$ cat src/rtl/pwm_ramp_controller_pkg.sv
// Shared definitions for the PWM ramp controller: controller states,
// configuration register addresses and the duty-cycle width.
package pwm_ramp_controller_pkg;

    localparam int DUTY_W = 8;

    typedef enum logic [1:0] {
        ST_IDLE = 2'd0,
        ST_RAMP = 2'd1,
        ST_DONE = 2'd2
    } state_t;

    localparam logic [1:0] ADDR_TARGET      = 2'd0;
    localparam logic [1:0] ADDR_STEP        = 2'd1;
    localparam logic [1:0] ADDR_INTERVAL_LO = 2'd2;
    localparam logic [1:0] ADDR_INTERVAL_HI = 2'd3;

endpackage

$ cat src/rtl/ramp_tick_timer.sv
// Loadable down-counter that paces duty updates; zero marks the update cycle.
module ramp_tick_timer #(
    parameter int TICK_W = 16
) (
    input  logic              clk,
    input  logic              rst,
    input  logic              load,
    input  logic              dec,
    input  logic [TICK_W-1:0] load_val,
    output logic              zero
);

    logic [TICK_W-1:0] cnt;

    always_ff @(posedge clk or posedge rst) begin
        if (rst) begin
            cnt <= '0;
        end else if (load) begin
            cnt <= load_val;
        end else if (dec && (cnt != '0)) begin
            cnt <= cnt - TICK_W'(1);
        end
    end

    assign zero = (cnt == '0);

endmodule

$ cat src/rtl/pwm_ramp_controller.sv
// Steps the PWM duty value toward a configured target by STEP every INTERVAL
// cycles, with one-cycle done pulse, abort and a config port open only in IDLE.
module pwm_ramp_controller
    import pwm_ramp_controller_pkg::*;
#(
    parameter int TICK_W = 16
) (
    input  logic              clk,
    input  logic              rst,
    input  logic              cfg_valid,
    input  logic [1:0]        cfg_addr,
    input  logic [DUTY_W-1:0] cfg_data,
    output logic              cfg_ready,
    input  logic              start,
    input  logic              abort,
    output logic [DUTY_W-1:0] duty_out,
    output logic              busy,
    output logic              done
);

    state_t            state, state_nxt;
    logic [DUTY_W-1:0] duty_q, target_q, step_q, ilo_q, ihi_q;
    logic [DUTY_W-1:0] target_eff, ilo_eff, ihi_eff;
    logic [DUTY_W-1:0] step_use, duty_nxt;
    logic [TICK_W-1:0] interval_use, reload_val;
    logic              cfg_wr, duty_upd, tmr_load, tmr_dec, tmr_zero;

    // 9-bit move toward the target that lands exactly on it instead of overshooting or wrapping.
    function automatic logic [DUTY_W-1:0] step_toward(input logic [DUTY_W-1:0] cur,
                                                      input logic [DUTY_W-1:0] tgt,
                                                      input logic [DUTY_W-1:0] stp);
        logic [DUTY_W:0] acc;
        if (cur < tgt) begin
            acc = {1'b0, cur} + {1'b0, stp};
            if (acc >= {1'b0, tgt}) acc = {1'b0, tgt};
        end else begin
            acc = {1'b0, cur} - {1'b0, stp};
            if (acc[DUTY_W] || (acc <= {1'b0, tgt})) acc = {1'b0, tgt};
        end
        return acc[DUTY_W-1:0];
    endfunction

    assign cfg_wr = cfg_valid && (state == ST_IDLE);

    // A write landing together with start must already steer that start decision.
    always_comb begin
        target_eff = target_q;
        ilo_eff    = ilo_q;
        ihi_eff    = ihi_q;
        if (cfg_wr) begin
            case (cfg_addr)
                ADDR_TARGET:      target_eff = cfg_data;
                ADDR_INTERVAL_LO: ilo_eff    = cfg_data;
                ADDR_INTERVAL_HI: ihi_eff    = cfg_data;
                default: ;
            endcase
        end
        interval_use = TICK_W'({ihi_eff, ilo_eff});
        if (interval_use == '0) interval_use = TICK_W'(1);
        reload_val = interval_use - TICK_W'(1);
    end

    assign step_use = (step_q == '0) ? DUTY_W'(1) : step_q;
    assign duty_nxt = step_toward(duty_q, target_q, step_use);

    always_ff @(posedge clk or posedge rst) begin
        if (rst) begin
            state <= ST_IDLE;
        end else begin
            state <= state_nxt;
        end
    end

    always_comb begin
        state_nxt = state;
        duty_upd  = 1'b0;
        tmr_load  = 1'b0;
        tmr_dec   = 1'b0;
        case (state)
            ST_IDLE: begin
                if (start && !abort) begin
                    if (duty_q == target_eff) begin
                        state_nxt = ST_DONE;
                    end else begin
                        state_nxt = ST_RAMP;
                        tmr_load  = 1'b1;
                    end
                end
            end
            ST_RAMP: begin
                if (abort) begin
                    state_nxt = ST_IDLE;
                end else if (tmr_zero) begin
                    duty_upd = 1'b1;
                    tmr_load = 1'b1;
                    if (duty_nxt == target_q) state_nxt = ST_DONE;
                end else begin
                    tmr_dec = 1'b1;
                end
            end
            ST_DONE: state_nxt = ST_IDLE;
            default: state_nxt = ST_IDLE;
        endcase
    end

    always_ff @(posedge clk or posedge rst) begin
        if (rst) begin
            duty_q   <= '0;
            target_q <= '0;
            step_q   <= DUTY_W'(1);
            ilo_q    <= DUTY_W'(1);
            ihi_q    <= '0;
        end else begin
            if (cfg_wr) begin
                case (cfg_addr)
                    ADDR_TARGET:      target_q <= cfg_data;
                    ADDR_STEP:        step_q   <= cfg_data;
                    ADDR_INTERVAL_LO: ilo_q    <= cfg_data;
                    ADDR_INTERVAL_HI: ihi_q    <= cfg_data;
                    default: ;
                endcase
            end
            if (duty_upd) duty_q <= duty_nxt;
        end
    end

    ramp_tick_timer #(
        .TICK_W(TICK_W)
    ) u_tick (
        .clk      (clk),
        .rst      (rst),
        .load     (tmr_load),
        .dec      (tmr_dec),
        .load_val (reload_val),
        .zero     (tmr_zero)
    );

    assign duty_out  = duty_q;
    assign cfg_ready = (state == ST_IDLE);
    assign busy      = (state == ST_RAMP);
    // An abort arriving in the DONE cycle cancels the completion pulse.
    assign done      = (state == ST_DONE) && !abort;

endmodule

$ cat config.mk
export PLATFORM = sky130hd
export DESIGN_NAME = pwm_ramp_controller
export DESIGN_NICKNAME = d
export VERILOG_FILES = /design/src/rtl/pwm_ramp_controller_pkg.sv /design/src/rtl/ramp_tick_timer.sv /design/src/rtl/pwm_ramp_controller.sv
export SDC_FILE = /design/constraint.sdc
export NUM_CORES = 1
export LEC_CHECK = 0
export CELL_PAD_IN_SITES_DETAIL_PLACEMENT = 1
export CELL_PAD_IN_SITES_GLOBAL_PLACEMENT = 1
export CORE_ASPECT_RATIO = 0.75
export CORE_UTILIZATION = 47
export DETAILED_ROUTE_END_ITERATION = 10
export GPL_TIMING_DRIVEN = 0
export PLACE_DENSITY = 0.85
export SKIP_CTS_REPAIR_TIMING = 1
export SLEW_MARGIN = 5
export SYNTH_ARGS = -nofsm -noshare
export SYNTH_HDL_FRONTEND = slang
export SYNTH_SLANG_ARGS = --single-unit
$ cat constraint.sdc
create_clock -name clk -period 4.6 [get_ports clk]
set_clock_uncertainty 0.1 [all_clocks]
set_input_delay 0.92 -clock clk [delete_from_list [all_inputs] [get_ports clk]]
set_output_delay 0.92 -clock clk [all_outputs]
set_load 0.05 [all_outputs]
* Word-level counts from Yosys, hierarchy flattened *
Index checks and enable logic that the tools add are counted.

storage, ports and cells
  bits in registers = 58
  bits in latches = 0
  bits in writable memories = 0
  ROM bits = 0
  input bits = 15
  output and inout bits = 11
  logic and storage cells = 67
  memories kept = 0

operators by class
  add/sub/neg operators = 4
  multipliers = 0
  divide/modulo/power cells = 0
  $lt $le $gt $ge = 3
  equal/unequal tests = 10
  shifts and indexed selects = 0
  mux-type cells = 28
  bitwise logic cells = 0
  reductions and logical operators = 15

operators by type and width
  kind                                                                      number
  8-bit two-way mux                                                         10
  16-bit two-way mux                                                        3
  16-bit logical NOT                                                        2
  16-bit by 1-bit subtractor with 16-bit output (second input constant)     2
  8-bit == test                                                             2
  16-bit nonzero test                                                       1
  2-bit two-way mux                                                         5
  8-bit by 8-bit adder with 9-bit output                                    1
  9-bit by 8-bit greater-or-equal comparator with 1-bit output              1
  9-bit by 8-bit less-or-equal comparator with 1-bit output                 1
  8-bit by 8-bit subtractor with 9-bit output                               1
  8-bit logical NOT                                                         1
  8-bit < comparator                                                        1
  1-bit two-way mux                                                         8
  2-bit == test (second input constant)                                     3
  3-bit by 2-bit inequality test with 1-bit output (second input constant)  2
  2-bit by 1-bit == test with 1-bit output (second input constant)          2
  1-bit logical AND                                                         4
  2-bit logical NOT                                                         2
  2-bit one-hot mux with 2 select lines                                     1
  3-bit AND reduction                                                       1
  2-bit by 1-bit inequality test with 1-bit output (second input constant)  1
  1-bit one-hot mux with 2 select lines                                     1
  2-bit AND reduction                                                       1
  other kinds (3)                                                           3

* Logic depth before layout (Yosys ltp) *
Gate-level depths: netlist of the first run.

  word-level depth = 12
  depth in mapped cells = 20

* Hierarchy *
Synthesis of the first run repeated with hierarchy kept, for this count alone.

second synthesis, totals
  cells, all modules = 575
  area total of the unflattened synthesis = 4860.9 um^2

modules (own cells, without submodules)
  module               times used  cells an instance  area an instance (um^2)  seq. area each (um^2)
  pwm_ramp_controller  1           452                3803.6                   1053.5
  ramp_tick_timer      1           123                1057.3                   400.4

* Worst setup path after synthesis of the first run *
OpenSTA, ideal clock, no wires.

  kind = input-to-reg
  from = input port cfg_addr[1]
  to = register u_tick.cnt[12]
  setup time = 125 ps
  data arrival time = 4167 ps
  data required time = 4375 ps
  slack = 208 ps
  cell stages on the path = 14
  buffers on the path = 3
  path through = or4b_1 or4_1 o31a_1 nor4bb_4 a21oi_4 buf_4 buf_2 mux2i_1 ha_1 and3_1 clkbuf_1 nand4_1 xnor2_1 mux2_2

on the way
  cells in the longest elaborated chain, start to end = 8
  elaborated cells on any way between the ends = 18
  those cells by class = add/sub: 1; eq/ne: 3; mux: 11; reduce/logical: 3

ends and longest elaborated chain
  item                                                                                                   RTL line                   RTL
  start: declaration                                                                                     pwm_ramp_controller.sv:11  input logic [1:0] cfg_addr,
  parallel branches: the longest is 8 deep, another holds 16-bit by 1-bit subtractor with 16-bit output  --
  end signal: assignment                                                                                 ramp_tick_timer.sv:19      cnt <= load_val;
  end signal: assignment                                                                                 ramp_tick_timer.sv:21      cnt <= cnt - TICK_W'(1);
  end: declaration                                                                                       ramp_tick_timer.sv:13      logic [TICK_W-1:0] cnt;

Parallel ways; which one is timed is not known.
A chain may end at the register's enable or synchronous reset.

* Worst setup path after layout of the first run *
  from = register step_q[4]
  to = register duty_q[6], in the netlist duty_out[6]

on the way
  cells in the longest elaborated chain, start to end = 7
  elaborated cells on any way between the ends = 10
  those cells by class = add/sub: 2; order compare: 2; mux: 4; reduce/logical: 2

ends and longest elaborated chain
  item                                                       RTL line                    RTL
  start: declaration                                         pwm_ramp_controller.sv:22   logic [DUTY_W-1:0] duty_q, target_q, step_q, ilo_q, ihi_q;
  start signal: assignment                                   pwm_ramp_controller.sv:117  ADDR_STEP: step_q <= cfg_data;
  8-bit logical NOT                                          pwm_ramp_controller.sv:63   assign step_use = (step_q == '0) ? DUTY_W'(1) : step_q;
  8-bit two-way mux (*)                                      pwm_ramp_controller.sv:63
  8-bit by 8-bit subtractor with 9-bit output                pwm_ramp_controller.sv:37   acc = {1'b0, cur} - {1'b0, stp};
  9-bit by 8-bit less-or-equal comparator with 1-bit output  pwm_ramp_controller.sv:38   if (acc[DUTY_W] || (acc <= {1'b0, tgt})) acc = {1'b0, tgt};
  1-bit logical OR                                           pwm_ramp_controller.sv:38
  8-bit two-way mux                                          pwm_ramp_controller.sv:38
  8-bit two-way mux (*)                                      pwm_ramp_controller.sv:33   if (cur < tgt) begin
  end signal: assignment                                     pwm_ramp_controller.sv:123  if (duty_upd) duty_q <= duty_nxt;
  end: declaration                                           pwm_ramp_controller.sv:22

Every way passes the cells marked *; elsewhere a longest branch is shown, timed or not.

==> results of run 1 <==
## critical path, cell delays in order (launching register included)
cell       delay (ns)
dfrtp_2          0.42
nor4_4           0.08
a41o_1           0.26
ha_2             0.20
fa_2             0.40
a211o_1          0.35
a21oi_4          0.22
nor2_2           0.07
o21a_1           0.20
or2_2            0.31
ha_1             0.30
a21o_1           0.19
a2111oi_4        0.35
o21a_1           0.23
buf_4            0.14
a21oi_1          0.06
a21oi_1          0.23
mux2_4           0.22
o21ai_1          0.09
## state kept, by name, summed over array words and instances, names as in the netlist
register and cells:
duty_out 8, ihi_q 8, u_tick.cnt 16, ilo_q 8, target_q 8, state 2, step_q 8
## cell families after synthesis
| family | Yosys count |
|---|---|
| compound gates | 128 |
| xor+xnor | 54 |
| fa+ha+maj | 43 |
| buf+inv | 56 |
| flops | 58 |
| mux | 38 |
| simple gates | 184 |
## power by group through the flow
stage	Clock (mW)	Sequential (mW)	Combinational, mW
floorplan	0	0.753	0.819
global placement	0	0.795	1.04
detailed placement	0	0.806	1.12
CTS	0.614	0.802	1.13
global route	0.639	0.825	1.41
finish	0.611	0.815	1.31
## metrics by stage
step / TNS, ns / total power [mW] / worst slack [ns]
2_1_floorplan: 0 / 1.57 / 0.208
3_3_place_gp: -6.79 / 1.84 / -0.888
3_5_place_dp: -10.58 / 1.92 / -0.966
4_1_cts: -7.99 / 2.55 / -0.637
5_1_grt: -0.457 / 2.88 / -0.106
6_report: 0 / 2.74 / 0.0280
## worst min-delay path by stage
stage,slack [ns],depth (start not counted),endpoint,start
floorplan,0.36,2,step_q[0]$_DFFE_PP1P_,step_q[0]$_DFFE_PP1P_
global placement,0.39,2,step_q[0]$_DFFE_PP1P_,step_q[0]$_DFFE_PP1P_
detailed placement,0.42,1,u_tick.cnt[13]$_DFFE_PP0P_,u_tick.cnt[13]$_DFFE_PP0P_
CTS,0.43,2,step_q[0]$_DFFE_PP1P_,step_q[0]$_DFFE_PP1P_
global route,0.46,1,ihi_q[7]$_DFF_PP0_,ihi_q[7]$_DFF_PP0_
finish,0.43,1,ihi_q[7]$_DFF_PP0_,ihi_q[7]$_DFF_PP0_
## cell usage after synthesis (9+ instances only)
library cell / number
nand2_1: 42
inv_1: 34
o21ai_0: 31
clkbuf_1: 17
nand4_1: 16
xnor2_1: 32
nor3_1: 16
ha_1: 41
a21oi_1: 24
xor2_1: 22
nor2_1: 36
nand3_1: 15
mux2i_1: 18
or2_2: 9
dfrtp_1: 56
a21o_1: 11
mux2_2: 19
## metal layers
layer  wire (microns)  vias up  track usage [%]
met1             8070     2370             47.3
met2             7530      221             46.3
met4              413        0             9.77
li1                 -     2132                -
met3             1440       43             6.91
met5                0        -                0
## cell type report
cell class	count	area, sq um	area share (%)
Sequential cell	58	1460	24.4
Buffer	22	116	1.95
Clock inverter	3	15.0	0.251
Multi-Input combinational cell	447	3480	58.2
Timing Repair Buffer	38	355	5.95
Inverter	34	128	2.14
Clock buffer	13	250	4.19
Tap cell	136	170	2.85
==> summary by stage, run 1 <==
Logic synthesis
The total standard cell area after synthesis is 4960 sq um. For this run, the leading register cell type out of synthesis is dfrtp_1. Yosys attributes the largest share of cell area to dfrtp_1, ha_1, xnor2_1.

The area fraction in and, or, nand and nor cells after synthesis is 20.0%. The xor and xnor fraction of the mapped netlist area is 9.53%. In the synthesized netlist the async set-or-reset flop fraction comes to 100%.

The number of library cell types mapped by synthesis is 68. Yosys printed 0 warnings. The average size of a mapped cell is 8.85 sq um. The mux contribution to synthesized area is 8.17%.

After synthesis the netlist holds a flip-flop and latch count of 58. The fraction of the mapped netlist area in compound gates is 17.4%. The number of enable-type register cells in the synthesized netlist is 0. The biggest area contributor in the post-synthesis netlist is dfrtp_1.

The post-synthesis sequential area ratio is 29.3%. After Yosys synthesis, full adders, half adders and majority gates account for 11.1% of the synthesized area. By area, the combinational part of the netlist is dominated by simple AND/OR/NAND/NOR gates. The number of cells produced by synthesis is 561. The top cell type's share of synthesized area is 28.2%.

The net count after synthesis is 619.

Clock network
After clock tree synthesis, the clock-pin slew on the worst setup and hold paths is 0.05 ns. The maximum clock path buffer count is 2. In this run the clock root is driven by a clkbuf_16.

The clock tree from TritonCTS is built. The later pin in the worst-skew pair is clocked with a latency of 0.33 ns. The H-tree generated during clock tree synthesis spans 3 levels.

The number of CTS-inserted buffers is 9. The clock sink total is 58.

Place
The placed cell count is 721. Detailed placement ended at an HPWL of 12800 microns. At the end of routability-driven placement, the weighted congestion stood at 0.941. Once placement finished, the instance area stood at 5390 sq um. The count of buffers added on input and output ports is 23.

Worst hold path
The path type of the worst min-delay path is reg2reg.

Setup path
The worst path required time is 4.69 ns. The maximum fanout along the worst path is 3. The origin of the critical flop-to-flop path is step_q[4]$_DFFE_PP0P_. The depth of the worst register-to-register path is 18. STA puts the critical path data arrival time at 4.66 ns. The capturing point of the worst reg2reg path is duty_out[6]$_DFFE_PP0P_. The launching element type of the critical path is a register. The worst setup path is captured at a register. The most critical setup path has its startpoint at step_q[4]$_DFFE_PP0P_.

By startpoint and endpoint, the worst setup path is classified as reg2reg. Across all register-to-register paths, the minimum setup slack is 0.03 ns. Following the worst setup path forward leads to its endpoint at duty_out[6]$_DFFE_PP0P_.

Pwr
The share of total power in combinational logic is 47.9%. For this design the static power due to leakage is 2.54 nW. For this design the total switching power over the nets is 1.16 mW. The clock network is responsible for 22.3% of the overall power. Of the total power, the share spent switching nets is 42.5%.

The sequential group share of total power is 29.8%. IR analysis of the VDD net gives a maximum drop of 0.000198 V. In this run the power density over the cells is 459 nW/um^2. The internal portion of the total power is 1.57 mW.

Global routing
In the global route stage, overall resource usage came out at 32.0%. The initial antenna violation count is 0. The first global-routing pass estimated 26600 microns of wire. The via count of the first global-routing pass is 4771.

Entering global routing, the biggest net connects 39 pins. The total congestion overflow is 0.

Layout
Measured on the finished design, the core utilization comes to 58.0%. From synthesis to final layout, the design area changed by 20.3%. The number of antenna diodes is 0. In the final design database the tool counted 668 nets.

The cell area after layout is 5970 sq um. The finished layout holds 751 standard cells, fillers aside. In the final layout, the share of cells above drive strength 1 is 17.9%. Leaving out fill and tap cells, the most frequent cells in the layout are dfrtp_1, nand2_1, ha_1.

The most common cell after layout, fill and taps aside is dfrtp_1. The layout has 1194 filler cells.

Detailed routing
In the routed design, unresolved DRC markers number 0. The first detailed-routing pass took 5 iterations. After detailed routing, the total wire length is 17500 microns. The total number of vias is 4766. The DRC violation total after the first TritonRoute iteration is 451. In the final routed layout, each cell accounts on average for 23.2 microns. In this run the remaining antenna-violating nets after routing total 0.

The per-cell via count in the routed design is 6.35.

Floorplan
The row count is 32. In this run the horizontal extent of the chip is 121 microns. The boundary pin count is 26. For this configuration, the core starts out at a cell density of 48.2%. The area of the die is 11000 sq um. The floorplan step set the die height to 91.0 microns. The floorplan step defined a core boundary enclosing 10300 sq um.

Timing
For the pin with the worst max-slew slack, the measured transition is 0.920 ns. The worst slew margin relative to its limit is 37.8%. Static timing analysis puts the maximum clock frequency at 0.219 GHz. The clock period minus worst slack is 4.57 ns. Setup repair after global routing could not meet its margin everywhere. Setup violations remaining at the end of the flow were counted as 0. The number of pins with negative max-slew slack in the final report is 0. The final hold slack is 0.430 ns. The final clock period utilization by the worst path is 99.4%. The total count of hold-check failures in the final report is 0.

Run status
The flow ran to the end, and the final reports show no timing, DRC or antenna violations.

Flow run
The total of max-cap violations is 0.
Note: power is estimated with default switching activity, not from simulation.
==> run 2: changes to the inputs <==
CELL_PAD_IN_SITES_DETAIL_PLACEMENT = 0   (was 1)
CORE_MARGIN = 5   (was unset)
==> run 2 against run 1 <==
  * Register-to-register slack improved by 0.09 ns
  * Sequential cell count unchanged
  * Setup slack improved by 0.087 ns
  * Non-clock buffer count decreased by 1
  * Wire length decreased by 16%
  * Via count decreased by 4.6%
  * Worst hold slack got worse by 0.020 ns
  * Sequential share of layout area increased by 0.19 points
  * Cell count decreased by 0.27%
  * Clock power increased by 6.7%
  * Combinational power decreased by 6%
==> summary by stage, run 2 (synthesized netlist as in run 1, its figures left out) <==
Layout
The area of combinational cells with multiple inputs came to 3420 sq um (was 3480 sq um). The number of flip-flops under the largest register name is 16 (unchanged). The register with the highest flop count is u_tick.cnt (unchanged). The most common cell after layout, fill and taps aside is dfrtp_1 (unchanged).

The number of antenna diodes is 0 (unchanged). The area occupied by registers is 1460 sq um (about the same). The fraction of layout instances using a drive strength above 1 is 16.2% (was 17.9%). The count of filler cells inserted in the layout was 882 (was 1194). Commonest non-fill, non-tap cells in the layout: dfrtp_1, nand2_1, ha_1 (unchanged). The layout-stage area growth over the synthesis result is 19.4% (was 20.3%). The net count reported at finish is 667 (was 668).

Pwr
The leakage power figure came to 2.52 nW (was 2.54 nW). The switching share of power is 40.1% (was 42.5%). The power density normalized to cell area is 452 nW/um^2 (was 459 nW/um^2). The design internal power is 1.61 mW (was 1.57 mW).

The sequential group share of total power came to 30.0% (was 29.8%). The share of total power in combinational logic came to 45.7% (was 47.9%). The final total power was 2.68 mW (was 2.74 mW). The worst vdd rail ir drop is 0.000237 V (was 0.000198 V). The switching power of the nets is 1.07 mW (was 1.16 mW). The clock network fraction of total power is 24.3% (was 22.3%).

Setup path
The slack of the worst reg-to-reg path is 0.12 ns (was 0.03 ns). The cell with the largest stage delay on the worst path is fa_2 (was dfrtp_2). The delay of the slowest critical-path stage is 0.39 ns (was 0.42 ns).

The maximum fanout along the worst path is 3 (unchanged). The worst path required time is 4.70 ns (was 4.69 ns). The arrival time at the worst endpoint was 4.58 ns (was 4.66 ns). The launching element type of the critical path is a register (unchanged). The category of the worst setup path capture point is a register (unchanged). The depth of the worst register-to-register path is 18 (unchanged). CP Cell Sequence: inv_1, a41o_1, ha_1, fa_2, a211o_1, a21oi_4, nor2_2, o21a_1, or2_2, ha_1, a21o_1, a2111oi_2, o21a_1, buf_4, a21oi_1, a21oi_2, mux2_2, o21ai_0 (was nor4_4, a41o_1, ha_2, fa_2, a211o_1, a21oi_4, nor2_2, o21a_1, or2_2, ha_1, a21o_1, a2111oi_4, o21a_1, buf_4, a21oi_1, a21oi_1, mux2_4, o21ai_1). The origin of the critical flop-to-flop path is step_q[7]$_DFFE_PP0P_ (was step_q[4]$_DFFE_PP0P_).

The capturing point of the worst reg2reg path is duty_out[6]$_DFFE_PP0P_ (unchanged). The kind of critical path is reg2reg (unchanged).

Place
The number of buffer cells added on primary ports came to 23 (unchanged). The placer's final routability congestion estimate is 0.943 (was 0.941). The placed wire-length estimate is 11200 microns (was 12800 microns).

Detailed routing
The per-cell via count in the routed design is 6.07 (was 6.35). The total number of vias is 4549 (was 4766). The DRC violation total after the first TritonRoute iteration is 447 (was 451). The number of detailed-routing iterations run before antenna repair is 5 (unchanged). The average wire per standard cell came to 19.6 microns (was 23.2 microns). The residual DRC count came to 0 (unchanged). The overall routed net length came to 14700 microns (was 17500 microns). The number of nets with antenna violations after routing is 0 (unchanged).

Global routing
The wire length of the first global-routing pass is 22700 microns (was 26600 microns). The initial antenna violation count is 0 (unchanged). The global-route total usage across every layer came to 22.9% (was 32.0%). The via count of the first global-routing pass is 4125 (was 4771). The total congestion overflow is 0 (unchanged). The pin count of the biggest net entering global routing was 32 (was 39).

Clock network
The CTS H-tree depth is 3 (unchanged). The clock sink total was 58 (unchanged). The number of CTS-inserted buffers is 9 (unchanged).

The maximum clock path buffer count came to 2 (unchanged). The root cell of the clock tree was clkbuf_16 (unchanged). The later-pin clock latency in the skew report is 0.33 ns (about the same). The CTS clock-pin slew for the worst setup and hold paths is 0.05 ns (about the same).

The clock tree from TritonCTS is built (unchanged).

Flow run
The total of max-cap violations is 0 (unchanged).

Timing
The slew at the pin with the worst max-slew slack was 0.993 ns (was 0.920 ns). The final clock period utilization by the worst path was 97.5% (was 99.4%). The final hold slack is 0.411 ns (was 0.430 ns). The number of pins with negative max-slew slack in the final report is 0 (unchanged).

The highest clock rate came to 0.223 GHz (was 0.219 GHz). The clock period minus worst slack was 4.48 ns (was 4.57 ns). The worst slew margin relative to its limit is 32.9% (was 37.8%). The total count of hold-check failures in the final report was 0 (unchanged). The final number of setup-violating endpoints is 0 (unchanged).

Floorplan
The area of the die came to 12700 sq um (was 11000 sq um). The initial core utilization is 48.2% (unchanged). The boundary pin count was 26 (unchanged). The core area is 10300 sq um (unchanged). The width of the die is 129 microns (was 121 microns).

The die height is 99.0 microns (was 91.0 microns). The row count was 32 (unchanged).

Worst hold path
The worst hold endpoint is step_q[0]$_DFFE_PP1P_ (was ihi_q[7]$_DFF_PP0_). The path type of the worst min-delay path was reg2reg (unchanged). The number of cells traversed by the worst hold path is 2 (was 1). The worst min-delay path startpoint is step_q[0]$_DFFE_PP1P_ (was ihi_q[7]$_DFF_PP0_).

Run status
Status: finished, final reports clean (unchanged).
-- run 2: cell types whose count changed in the layout (fill, tap and decap cells not counted), sizes merged --
| cell | previous run | this run |
|---|---|---|
| clkbuf | 29 | 28 |
| buf | 21 | 20 |
| bufinv | 0 | 1 |
| clkinv | 3 | 2 |
-- run 2: layout make-up --
cell class,count,area share (%)
Clock buffer,12,4.16
Clock inverter,3,0.675
Sequential cell,58,24.6
Buffer,22,1.90
Timing Repair Buffer,37,5.87
Tap cell,136,2.87
Multi-Input combinational cell,447,57.8
Inverter,34,2.15
-- run 2: worst max-delay path: cells and delay by family (launching register included) --
family          cells  cell delay [ns]
compound gates     10             2.10
fa+ha+maj           3             0.90
simple gates        2             0.39
flops               1             0.37
buf+inv             2             0.28
mux                 1             0.20
-- run 2: worst max-delay path by stage --
stage	startpoint	to	cells after the start	slack [ns]
floorplan	cfg_addr[1]	u_tick.cnt[12]$_DFFE_PP0P_	14	0.21
global placement	cfg_valid	u_tick.cnt[12]$_DFFE_PP0P_	16	-0.88
detailed placement	cfg_valid	u_tick.cnt[12]$_DFFE_PP0P_	15	-0.87
CTS	cfg_valid	u_tick.cnt[12]$_DFFE_PP0P_	15	-0.55
global route	step_q[6]$_DFFE_PP0P_	duty_out[2]$_DFFE_PP0P_	19	-0.06
finish	step_q[7]$_DFFE_PP0P_	duty_out[6]$_DFFE_PP0P_	18	0.12
-- run 2: per-stage QoR --
step	instances	worst slack (ns)	cell area, sq um	utilization (%)	setup TNS, ns
global route	749	-0.0568	5930	57.6	-0.119
global placement	720	-0.882	5370	52.1	-6.94
floorplan	561	0.208	4960	-	0
CTS	736	-0.546	5670	55.1	-5.34
detailed placement	721	-0.868	5390	52.3	-7.49
finish	749	0.115	5930	57.6	0
-- run 2: power groups by stage --
stage               registers [mW]  logic, mW  clock network (mW)
floorplan                    0.753      0.819                   0
global placement             0.794       1.05                   0
detailed placement           0.803       1.07                   0
CTS                          0.796       1.08               0.663
global route                 0.822       1.34               0.687
finish                       0.805       1.23               0.652
-- run 2: routing by layer --
| layer | track usage [%] | share of wire (%) | up-vias |
|---|---|---|---|
| met5 | 0 | 0 | - |
| li1 | - | - | 2141 |
| met1 | 36.0 | 50 | 2183 |
| met4 | 5.08 | 1.0 | 0 |
| met3 | 6.99 | 9.2 | 14 |
| met2 | 30.1 | 40 | 211 |
